$ cat config.mk
export PLATFORM = sky130hd
export DESIGN_NAME = mdu_iter
export DESIGN_NICKNAME = d
export VERILOG_FILES = /design/src/rtl/mdu_iter_pkg.sv /design/src/rtl/mdu_iter_core_step.sv /design/src/rtl/mdu_iter.sv
export SDC_FILE = /design/constraint.sdc
export NUM_CORES = 1
export LEC_CHECK = 0
export CORE_MARGIN = 10
export CORE_UTILIZATION = 35
export CTS_CLUSTER_SIZE = 28
export DETAILED_ROUTE_END_ITERATION = 10
export PLACE_DENSITY_LB_ADDON = 0.1
export SLEW_MARGIN = 40
export SYNTH_ARGS = -nofsm -noshare
export SYNTH_HDL_FRONTEND = slang
export SYNTH_HIERARCHICAL = 1
export SYNTH_SLANG_ARGS = --single-unit
$ cat constraint.sdc
create_clock -name clk -period 5.1 [get_ports clk]
set_clock_uncertainty 0.1 [all_clocks]
set_input_delay 1.53 -clock clk [delete_from_list [all_inputs] [get_ports clk]]
set_output_delay 1.53 -clock clk [all_outputs]
set_load 0.02 [all_outputs]
$ cat src/rtl/mdu_iter_pkg.sv
// Shared encodings for the iterative multiply/divide unit: op codes, FSM states,
// EX-side aliases and the op decode used at accept.
package mdu_iter_pkg;

    localparam logic [2:0] MDU_MULT  = 3'b000;
    localparam logic [2:0] MDU_MULTU = 3'b001;
    localparam logic [2:0] MDU_MADD  = 3'b010;
    localparam logic [2:0] MDU_MADDU = 3'b011;
    localparam logic [2:0] MDU_MSUB  = 3'b100;
    localparam logic [2:0] MDU_MSUBU = 3'b101;
    localparam logic [2:0] MDU_DIV   = 3'b110;
    localparam logic [2:0] MDU_DIVU  = 3'b111;

    localparam logic [1:0] ST_IDLE  = 2'd0;
    localparam logic [1:0] ST_CALC  = 2'd1;
    localparam logic [1:0] ST_FIXUP = 2'd2;
    localparam logic [1:0] ST_DONE  = 2'd3;

    // The existing EX decode still tests these names against valid_o.
    localparam logic DivResultReady    = 1'b1;
    localparam logic DivResultNotReady = 1'b0;

    typedef struct packed {
        logic is_div;
        logic is_acc;
        logic is_sub;
        logic is_signed;
    } mdu_dec_t;

    function automatic mdu_dec_t mdu_decode(input logic [2:0] op);
        mdu_dec_t d;
        d.is_div    = (op[2:1] == 2'b11);
        d.is_acc    = (op[2:1] == 2'b01);
        d.is_sub    = (op[2:1] == 2'b10);
        d.is_signed = ~op[0];
        return d;
    endfunction

endpackage

$ cat src/rtl/mdu_iter_core_step.sv
// One iteration of the MDU datapath: shift-add multiply step or restoring
// divide step on the {hi, lo} working pair.
module mdu_core_step #(
    parameter int WIDTH = 32
) (
    input  logic             div_i,
    input  logic [WIDTH:0]   hi_i,
    input  logic [WIDTH-1:0] lo_i,
    input  logic [WIDTH-1:0] m_i,
    output logic [WIDTH:0]   hi_o,
    output logic [WIDTH-1:0] lo_o
);

    logic [WIDTH:0] sum;
    logic [WIDTH:0] rem_sh;
    logic [WIDTH:0] diff;
    logic           fits;

    always_comb begin
        // Multiply: lo holds the remaining multiplier bits, hi the running high half.
        sum    = hi_i + (lo_i[0] ? {1'b0, m_i} : '0);
        // Divide: lo holds the dividend being shifted out and quotient shifted in.
        rem_sh = {hi_i[WIDTH-1:0], lo_i[WIDTH-1]};
        diff   = rem_sh - {1'b0, m_i};
        fits   = (rem_sh >= {1'b0, m_i});
        if (div_i) begin
            hi_o = fits ? diff : rem_sh;
            lo_o = {lo_i[WIDTH-2:0], fits};
        end else begin
            hi_o = {1'b0, sum[WIDTH:1]};
            lo_o = {sum[0], lo_i[WIDTH-1:1]};
        end
    end

endmodule

$ cat src/rtl/mdu_iter.sv
// Iterative multiply/divide engine for EX: one start/valid handshake covering
// mul, multiply-accumulate and divide, one result bit per CALC cycle.
//
// state  | meaning
// IDLE   | waiting for start_i; ready_o high
// CALC   | WIDTH iterations of shift-add or restoring subtract
// FIXUP  | sign correction, accumulate; result_o loaded
// DONE   | valid_o strobe; ready_o high so a new op may be accepted
module mdu_iter
    import mdu_iter_pkg::*;
#(
    parameter int WIDTH = 32,
    localparam int CNT_W = $clog2(WIDTH + 1)
) (
    input  logic                 clk,
    input  logic                 rst,
    input  logic                 start_i,
    input  logic [2:0]           op_i,
    input  logic [WIDTH-1:0]     opa_i,
    input  logic [WIDTH-1:0]     opb_i,
    input  logic [2*WIDTH-1:0]   acc_i,
    input  logic                 cancel_i,
    output logic                 ready_o,
    output logic                 busy_o,
    output logic                 valid_o,
    output logic [2*WIDTH-1:0]   result_o,
    output logic                 dz_o
);

    logic [1:0]         state_r;
    logic [CNT_W-1:0]   cnt_r;
    mdu_dec_t           dec_r;
    logic               sa_r;
    logic               sb_r;
    logic [2*WIDTH-1:0] acc_r;
    logic [WIDTH-1:0]   m_r;
    logic [WIDTH:0]     hi_r;
    logic [WIDTH-1:0]   lo_r;
    logic [2*WIDTH-1:0] result_r;
    logic               dz_r;

    mdu_dec_t           dec_in;
    logic [WIDTH-1:0]   mag_a;
    logic [WIDTH-1:0]   mag_b;
    logic               accept;
    logic               div_zero;

    logic [WIDTH:0]     step_hi;
    logic [WIDTH-1:0]   step_lo;

    logic [2*WIDTH-1:0] prod;
    logic [2*WIDTH-1:0] prod_s;
    logic [WIDTH-1:0]   quo_s;
    logic [WIDTH-1:0]   rem_s;
    logic [2*WIDTH-1:0] fix_res;

    always_comb begin
        dec_in   = mdu_decode(op_i);
        mag_a    = (dec_in.is_signed && opa_i[WIDTH-1]) ? -opa_i : opa_i;
        mag_b    = (dec_in.is_signed && opb_i[WIDTH-1]) ? -opb_i : opb_i;
        // Cancel wins over start even in IDLE/DONE, so it also blocks an accept.
        accept   = (state_r == ST_IDLE || state_r == ST_DONE) && start_i && !cancel_i;
        div_zero = dec_in.is_div && (opb_i == '0);
    end

    mdu_core_step #(
        .WIDTH (WIDTH)
    ) u_step (
        .div_i (dec_r.is_div),
        .hi_i  (hi_r),
        .lo_i  (lo_r),
        .m_i   (m_r),
        .hi_o  (step_hi),
        .lo_o  (step_lo)
    );

    // sa_r/sb_r are only set for signed ops, so unsigned ops pass through unchanged.
    always_comb begin
        prod   = {hi_r[WIDTH-1:0], lo_r};
        prod_s = (sa_r ^ sb_r) ? -prod : prod;
        quo_s  = (sa_r ^ sb_r) ? -lo_r : lo_r;
        rem_s  = sa_r ? -hi_r[WIDTH-1:0] : hi_r[WIDTH-1:0];
        if (dec_r.is_div) begin
            fix_res = {rem_s, quo_s};
        end else if (dec_r.is_acc) begin
            fix_res = acc_r + prod_s;
        end else if (dec_r.is_sub) begin
            fix_res = acc_r - prod_s;
        end else begin
            fix_res = prod_s;
        end
    end

    always_ff @(posedge clk) begin
        if (rst) begin
            state_r  <= ST_IDLE;
            cnt_r    <= '0;
            dec_r    <= '0;
            sa_r     <= 1'b0;
            sb_r     <= 1'b0;
            acc_r    <= '0;
            m_r      <= '0;
            hi_r     <= '0;
            lo_r     <= '0;
            result_r <= '0;
            dz_r     <= 1'b0;
        end else begin
            case (state_r)
                ST_IDLE, ST_DONE: begin
                    if (accept) begin
                        dec_r <= dec_in;
                        sa_r  <= dec_in.is_signed & opa_i[WIDTH-1];
                        sb_r  <= dec_in.is_signed & opb_i[WIDTH-1];
                        acc_r <= acc_i;
                        hi_r  <= '0;
                        cnt_r <= CNT_W'(WIDTH - 1);
                        if (dec_in.is_div) begin
                            lo_r <= mag_a;
                            m_r  <= mag_b;
                        end else begin
                            lo_r <= mag_b;
                            m_r  <= mag_a;
                        end
                        if (div_zero) begin
                            state_r  <= ST_DONE;
                            result_r <= {opa_i, {WIDTH{1'b1}}};
                            dz_r     <= 1'b1;
                        end else begin
                            state_r <= ST_CALC;
                        end
                    end else begin
                        state_r <= ST_IDLE;
                    end
                end
                ST_CALC: begin
                    if (cancel_i) begin
                        state_r <= ST_IDLE;
                    end else begin
                        hi_r <= step_hi;
                        lo_r <= step_lo;
                        if (cnt_r == '0) begin
                            state_r <= ST_FIXUP;
                        end else begin
                            cnt_r <= cnt_r - CNT_W'(1);
                        end
                    end
                end
                ST_FIXUP: begin
                    if (cancel_i) begin
                        state_r <= ST_IDLE;
                    end else begin
                        result_r <= fix_res;
                        dz_r     <= 1'b0;
                        state_r  <= ST_DONE;
                    end
                end
                default: state_r <= ST_IDLE;
            endcase
        end
    end

    assign ready_o  = (state_r == ST_IDLE) || (state_r == ST_DONE);
    assign busy_o   = (state_r == ST_CALC) || (state_r == ST_FIXUP);
    assign valid_o  = (state_r == ST_DONE) ? DivResultReady : DivResultNotReady;
    assign result_o = result_r;
    assign dz_o     = dz_r & valid_o;

endmodule
### After elaboration in Yosys (flattened, before gate mapping)

Index checks and enable logic that the tools add are counted.

* logic and storage cells: 98
* input port bits: 135
* flip-flop bits (word level): 239
* output and inout bits: 68

* reduce and logical (&&, ||, !) cells: 18
* equal/unequal tests: 12
* bitwise logic cells: 5
* add/sub/neg operators: 10
* multiplexer cells: 39
* order comparisons: 1

Operators with widths (count)
* two-way mux 64 bit: 7
* two-way mux 32 bit: 10
* two-way mux 33 bit: 4
* negator 32 bit: 4
* one-hot mux 64 bit (2 select lines): 1
* one-hot mux 33 bit (2 select lines): 1
* adder 64 bit: 1
* negator 64 bit: 1
* one-hot mux 32 bit (2 select lines): 1
* subtractor 64 bit: 1
* adder 33 bit: 1
* >= comparator 33 x 32 -> 1 bit: 1
* subtractor 33 x 32 -> 33 bit: 1
* zero test 32 bit: 1
* two-way mux 6 bit: 3
* one-hot mux 6 bit (2 select lines): 1
* two-way mux 2 bit: 5
* != test 2 bit, second input constant: 5
* equality test 2 bit, second input constant: 4
* AND reduction 4 bit: 2
* zero test 6 bit: 1
* one-hot mux 2 bit (3 select lines): 1
* subtractor 6 x 1 -> 6 bit, second input constant: 1
* logical AND 1 bit: 5
* other kinds (14): 22

### Logic depth before layout (Yosys ltp)

* word-level depth: 8
* gate-level depth with buffers: 24
* gate-level depth less buffers: 23

### Hierarchy

Netlist, hierarchy kept.

By module, submodules not included
* mdu_iter: cells an instance 3257, seq. area each 4784.6 µm², instances 1, area an instance 22658.0 µm²
* mdu_core_step: cells an instance 663, seq. area each 0.0 µm², instances 1, area an instance 4573.1 µm²

### Worst setup path before layout

OpenSTA, ideal clock, no wires.

* path type: register -> register
* from: register sb_r
* to: register result_r[54], in the netlist result_o[54]
* clock period less this slack: 5.329 ns
* stages on the path, launching flop included: 22
* data required time: 4.941 ns
* library setup time: 0.059 ns
* data arrival time: 5.170 ns
* setup slack: -0.229 ns
* path buffers: 5
* path through: dfxtp_1 -> xnor2_1 -> clkbuf_1 -> clkbuf_1 -> buf_1 -> buf_1 -> a21oi_1 -> xor2_1 -> ha_1 -> clkbuf_1 -> nand3_1 -> o32ai_1 -> a21oi_1 -> o2111ai_1 -> o21ai_0 -> o31ai_1 -> a31oi_1 -> o31ai_1 -> a41o_1 -> xnor2_1 -> a311oi_1 -> o31a_1

* cells in the longest elaborated chain, start to end: 8
* elaborated cells on any way between the ends: 9
* classes of those cells: add/sub: 2; mux: 6; bitwise: 1

RTL lines
* start: declaration: line mdu_iter.sv:34 `logic sb_r;`
* start signal: assignment: line mdu_iter.sv:113 `sb_r <= dec_in.is_signed & opb_i[WIDTH-1];`
* bitwise XOR 1 bit (*): line mdu_iter.sv:80 `prod_s = (sa_r ^ sb_r) ? -prod : prod;`
* two-way mux 64 bit (*): line mdu_iter.sv:80
* subtractor 64 bit: line mdu_iter.sv:88 `fix_res = acc_r - prod_s;`
* two-way mux 64 bit: line mdu_iter.sv:87 `end else if (dec_r.is_sub) begin`
* two-way mux 64 bit (*): line mdu_iter.sv:85 `end else if (dec_r.is_acc) begin`
* two-way mux 64 bit (*): line mdu_iter.sv:83 `if (dec_r.is_div) begin`
* two-way mux 64 bit (*): line mdu_iter.sv:149 `if (cancel_i) begin`
* one-hot mux 64 bit (2 select lines) (*): line mdu_iter.sv:108 `case (state_r)`
* end signal: assignment: line mdu_iter.sv:126 `result_r <= {opa_i, {WIDTH{1'b1}}};`
* end signal: assignment: line mdu_iter.sv:152 `result_r <= fix_res;`
* end: declaration: line mdu_iter.sv:39 `logic [2*WIDTH-1:0] result_r;`

Mark *: on every way between the ends. The rest lies on a longest branch, timed or not. The select of a mux whose other input is x is not followed.
A chain may end at the register's enable or synchronous reset.

### Worst setup path after layout

* from: register lo_r[26]
* to: register result_r[60], in the netlist result_o[60]

* cells in the longest elaborated chain, start to end: 8
* elaborated cells on any way between the ends: 9
* classes of those cells: add/sub: 3; mux: 6

RTL lines
* start: declaration: line mdu_iter.sv:38 `logic [WIDTH-1:0] lo_r;`
* start signal: assignment: line mdu_iter.sv:118 `lo_r <= mag_a;`
* start signal: assignment: line mdu_iter.sv:121 `lo_r <= mag_b;`
* start signal: assignment: line mdu_iter.sv:140 `lo_r <= step_lo;`
* negator 64 bit: line mdu_iter.sv:80
* two-way mux 64 bit (*): line mdu_iter.sv:80
* subtractor 64 bit: line mdu_iter.sv:88
* two-way mux 64 bit: line mdu_iter.sv:87
* two-way mux 64 bit (*): line mdu_iter.sv:85
* two-way mux 64 bit (*): line mdu_iter.sv:83
* two-way mux 64 bit (*): line mdu_iter.sv:149
* one-hot mux 64 bit (2 select lines) (*): line mdu_iter.sv:108

Marks and branches as above.

==> impl_metrics.prom <==
# TYPE chip_impl_metric gauge
chip_impl_metric{name="pre_cts_slack",unit="ps"} -617
chip_impl_metric{name="timing.critical_path.buf_inv",unit=""} 6
chip_impl_info{name="cts-root-buf",value="sky130_fd_sc_hd__clkbuf_16"} 1
chip_impl_metric{name="worstMarginPinSlew",unit="ps"} 840
chip_impl_metric{name="vias_per_cell",unit=""} 5.71
chip_impl_metric{name="die_area",unit="mm²"} 0.0894
chip_impl_info{name="slowest_stage",value="sky130_fd_sc_hd__or4_4"} 1
chip_impl_metric{name="ioPinCount",unit=""} 203
chip_impl_metric{name="port_buffers",unit=""} 202
chip_impl_metric{name="tmin_final",unit="ps"} 5080
chip_impl_info{name="crit_path_end_kind",value="flop"} 1
chip_impl_metric{name="synth-edff-count",unit=""} 0
chip_impl_info{name="worst_path_dominant_cell_family",value="compound AO/OA/AOI/OAI gates"} 1
chip_impl_metric{name="placed_instance_area",unit="mm²"} 0.0353
chip_impl_metric{name="mappedNetlistArea",unit="mm²"} 0.0272
chip_impl_metric{name="power.net_switching",unit="mW"} 3.45
chip_impl_metric{name="slew_violations",unit=""} 0
chip_impl_metric{name="post_detailed_route_count_of_antenna_violating_nets",unit=""} 0
chip_impl_metric{name="ys.warnings.count",unit=""} 6
chip_impl_metric{name="floorplan.initialDensity",unit="%"} 35.2
chip_impl_metric{name="placeableCoreArea",unit="mm²"} 0.0773
chip_impl_info{name="startpoint_type",value="flop"} 1
chip_impl_metric{name="power_frac_seq",unit="%"} 23.1
chip_impl_metric{name="finalNonFillerCells",unit=""} 5750
chip_impl_metric{name="ys_seq_elements",unit=""} 239
chip_impl_info{name="rr_startpoint",value="lo_r[26]$_SDFFE_PP0P_"} 1
chip_impl_metric{name="finalHoldViolations",unit=""} 0
chip_impl_metric{name="timing.slew.headroom",unit="%"} 43.9
chip_impl_metric{name="areaGrowthSynthToFinish",unit="%"} 41.9
chip_impl_metric{name="grt_antenna_before_repair",unit=""} 2
chip_impl_metric{name="detailed_place_hpwl",unit="mm"} 103
chip_impl_metric{name="multi_input_comb_area",unit="mm²"} 0.0224
chip_impl_info{name="outcome",value="finished clean"} 1
chip_impl_metric{name="cts.reportedPaths.clkPinSlew",unit="ps"} 60
chip_impl_metric{name="pwr-share-clk",unit="%"} 28.8
chip_impl_metric{name="drive_above_1_share",unit="%"} 25.9
chip_impl_metric{name="synth_area_per_inst",unit="µm²"} 6.95
chip_impl_metric{name="grt_start_max_net_pins",unit=""} 93
chip_impl_metric{name="netSwitchingFraction",unit="%"} 39.2
chip_impl_info{name="kind_of_path_behind_the_tightest_hold_check",value="flop to flop"} 1
chip_impl_metric{name="timing.critical_path.required",unit="ps"} 5490
chip_impl_metric{name="maximum_cell_stage_delay_along_the_critical_path",unit="ps"} 570
chip_impl_metric{name="cp_max_fo",unit=""} 6
chip_impl_metric{name="die_w",unit="µm"} 299
chip_impl_info{name="tritoncts",value="yes"} 1
chip_impl_info{name="top_cell_by_count_worst_path",value="sky130_fd_sc_hd__buf_4"} 1
chip_impl_metric{name="firstDrtPassIters",unit=""} 6
chip_impl_metric{name="pwr_density_cell",unit="mW/mm²"} 228
chip_impl_metric{name="clock_sinks",unit=""} 239
chip_impl_metric{name="net_count_of_the_finished_layout",unit=""} 5022
chip_impl_metric{name="regArea",unit="mm²"} 0.00479
chip_impl_info{name="grt_setup_unrepaired",value="true"} 1
chip_impl_metric{name="num-fill-cells",unit=""} 7846
chip_impl_metric{name="place_inst",unit=""} 5633
chip_impl_metric{name="clock_tree.htree_level_count",unit=""} 2
chip_impl_info{name="worst_setup_path_startpoint",value="lo_r[26]$_SDFFE_PP0P_"} 1
chip_impl_metric{name="cap_viol_max_count",unit=""} 0
chip_impl_info{name="critPathKind",value="flop to flop"} 1
chip_impl_metric{name="power",unit="mW"} 8.80
chip_impl_metric{name="synth-seq-area-share",unit="%"} 17.6
chip_impl_metric{name="setup_violations",unit=""} 0
chip_impl_metric{name="drt_drc_violations_left",unit=""} 0
chip_impl_metric{name="numCtsBuffers",unit=""} 35
chip_impl_metric{name="rows",unit=""} 102
chip_impl_metric{name="vias",unit=""} 32800
chip_impl_metric{name="grt_overflow_total",unit=""} 0
chip_impl_metric{name="postLayoutCellArea",unit="mm²"} 0.0386
chip_impl_metric{name="overall_routing_resource_usage",unit="%"} 27.6
chip_impl_metric{name="clk_latency",unit="ps"} 590
chip_impl_metric{name="die_height",unit="µm"} 299
chip_impl_info{name="hold_start",value="m_r[13]$_SDFFE_PP0P_"} 1
chip_impl_metric{name="max_freq",unit="MHz"} 197
chip_impl_metric{name="gpl.final_weighted_congestion",unit=""} 0.983
chip_impl_metric{name="cts_max_path_bufs",unit=""} 3
chip_impl_metric{name="final_cycle_share",unit="%"} 99.7
chip_impl_metric{name="finalWirelength",unit="mm"} 132
chip_impl_metric{name="rrSetupSlack",unit="ps"} 20
chip_impl_metric{name="fin_ws",unit="ps"} 16.6
chip_impl_info{name="ys.flop_type",value="sky130_fd_sc_hd__dfxtp_1"} 1
chip_impl_metric{name="worstPathArrival",unit="ps"} 5480
chip_impl_metric{name="async_flop_share",unit="%"} 0
chip_impl_metric{name="cellLeakagePower",unit="nW"} 15.9
chip_impl_metric{name="first_iter_violations",unit=""} 3445
chip_impl_info{name="cells_along_the_critical_path",value="or4_4 -> or3_4 -> buf_6 -> o41ai_4 -> xor2_2 -> inv_2 -> ha_4 -> buf_4 -> inv_1 -> buf_4 -> o2111ai_1 -> a21boi_1 -> o21ai_0 -> a31o_2 -> a31oi_4 -> a211oi_4 -> buf_4 -> or4_1 -> a21o_1 -> a311oi_2"} 1
chip_impl_metric{name="vdd_drop_max",unit="mV"} 0.183
chip_impl_metric{name="number_of_global_route_vias_before_repair",unit=""} 30400
chip_impl_metric{name="timing.hold.ws",unit="ps"} 366
chip_impl_metric{name="postSynthNetCount",unit=""} 4259
chip_impl_metric{name="syn-instance-count",unit=""} 3920
chip_impl_metric{name="cell_int_power",unit="mW"} 5.34
chip_impl_metric{name="detail_route.wl_per_cell",unit="µm"} 22.9
chip_impl_metric{name="synth.lib_cells_used.distinct",unit=""} 99
chip_impl_metric{name="grt_pass1_wl",unit="mm"} 194
chip_impl_metric{name="combPwrFrac",unit="%"} 48.0
[worst register-to-register path, stage by stage (launching register included)]
cell	delay, ps
sky130_fd_sc_hd__dfxtp_1	310
sky130_fd_sc_hd__or4_4	570
sky130_fd_sc_hd__or3_4	460
sky130_fd_sc_hd__buf_6	140
sky130_fd_sc_hd__o41ai_4	250
sky130_fd_sc_hd__xor2_2	260
sky130_fd_sc_hd__inv_2	90
sky130_fd_sc_hd__ha_4	290
sky130_fd_sc_hd__buf_4	150
sky130_fd_sc_hd__inv_1	60
sky130_fd_sc_hd__buf_4	150
sky130_fd_sc_hd__o2111ai_1	160
sky130_fd_sc_hd__a21boi_1	230
sky130_fd_sc_hd__o21ai_0	120
sky130_fd_sc_hd__a31o_2	300
sky130_fd_sc_hd__a31oi_4	220
sky130_fd_sc_hd__a211oi_4	130
sky130_fd_sc_hd__buf_4	170
sky130_fd_sc_hd__or4_1	500
sky130_fd_sc_hd__a21o_1	180
sky130_fd_sc_hd__a311oi_2	170
[layer usage]
metal / track usage, % / wire length, µm / vias to the layer above
met4: 5.88 / 2840 / 0
met5: 0 / 0 / -
li1: - / - / 15600
met3: 5.03 / 11300 / 165
met2: 40.9 / 54800 / 1287
met1: 40.8 / 62500 / 15700
[registers in the layout, summed over array words and instances (netlist names), 2 cells and up]
register  flops
dec_r         3
state_r       2
acc_r        64
hi_r         33
m_r          32
cnt_r         6
lo_r         32
result_o     64
[power by group through the flow]
stage	sequential, mW	combinational, mW	clock (mW)
finish	2.03	4.23	2.54
global route	2.04	4.52	2.66
floorplan	2.04	2.02	0
detailed placement	2.06	3.74	0
global placement	2.06	3.75	0
CTS	2.02	3.83	2.58
[final timing paths]
| path | end | cells after the start |
|---|---|---|
| max | result_o[60]$_SDFFE_PP0P_ | 20 |
| min | m_r[13]$_SDFFE_PP0P_ | 2 |
| max reg2reg | result_o[60]$_SDFFE_PP0P_ | 20 |
| min reg2reg | m_r[13]$_SDFFE_PP0P_ | 2 |
[per-stage QoR]
stage                     setup TNS [ps]  utilization, %
after floorplan                   -0.492               -
after global placement             -6380            45.6
after detailed placement           -6510            45.6
after CTS                              0            47.6
after global routing               -1140            50.0
final                                  0            50.0
[cells by family (layout without fill, tap and decap cells)]
kind of cell	count (synthesis)	count (layout)	share of synthesized area (%)
buffers and inverters	470	1258	6.74
DFF	239	239	17.6
and+or+nand+nor	1381	1381	23.6
adders and majority gates	204	204	9.48
other	0	2	0
AOI/OAI and AO/OA	1265	1265	30.6
muxes	57	57	2.26
xor gates and xnor gates	304	304	9.81
[Yosys cell counts (95+ instances only)]
library cell,n,area share (%)
sky130_fd_sc_hd__nand2_1,442,6.1
sky130_fd_sc_hd__a211oi_1,110,3.0
sky130_fd_sc_hd__nor2_1,393,5.4
sky130_fd_sc_hd__o21ai_0,183,3.4
sky130_fd_sc_hd__nand3_1,95,1.7
sky130_fd_sc_hd__clkbuf_1,235,3.2
sky130_fd_sc_hd__dfxtp_1,239,18
sky130_fd_sc_hd__xnor2_1,199,6.4
sky130_fd_sc_hd__inv_1,200,2.8
sky130_fd_sc_hd__a21oi_1,429,7.9
sky130_fd_sc_hd__xor2_1,104,3.3
sky130_fd_sc_hd__nor3_1,122,2.2
sky130_fd_sc_hd__ha_1,200,9.2
[timing repair]
item | in CTS | in global routing
hold buffers | 0 | 0
pin swaps | 17 | 117
setup endpoints to repair | 30 | 36
gates resized for setup | 74 | 295
setup buffers | 12 | 41
[layout make-up]
class	count	area share, %
well taps	1040	3.37
clock buffers	46	2.48
repair buffers	995	21.3
flip-flops and latches	239	12.4
clock inverters	16	0.521
multi-input cells	3211	58.0
diodes	2	0.0129
inverters	201	1.96
[cells in the final DEF, fill, tap and decap left out, drive strengths merged, types with 24 or more instances in the layout]
cell,count
nor2,393
ha,200
nand3,95
nand4,46
mux2,35
nor2b,27
nor4,60
a31oi,55
a221oi,27
buf,794
xnor2,199
clkbuf,46
a21o,66
o31ai,38
a21oi,430
inv,201
xor2,105
o21ai,200
or3,24
o211ai,48
dfxtp,239
nor3,122
o21bai,38
a22oi,34
nand2b,32
and2,48
nand2,442
a211oi,112
clkdlybuf4s50,201
Note: power is estimated with default switching activity, not from simulation.
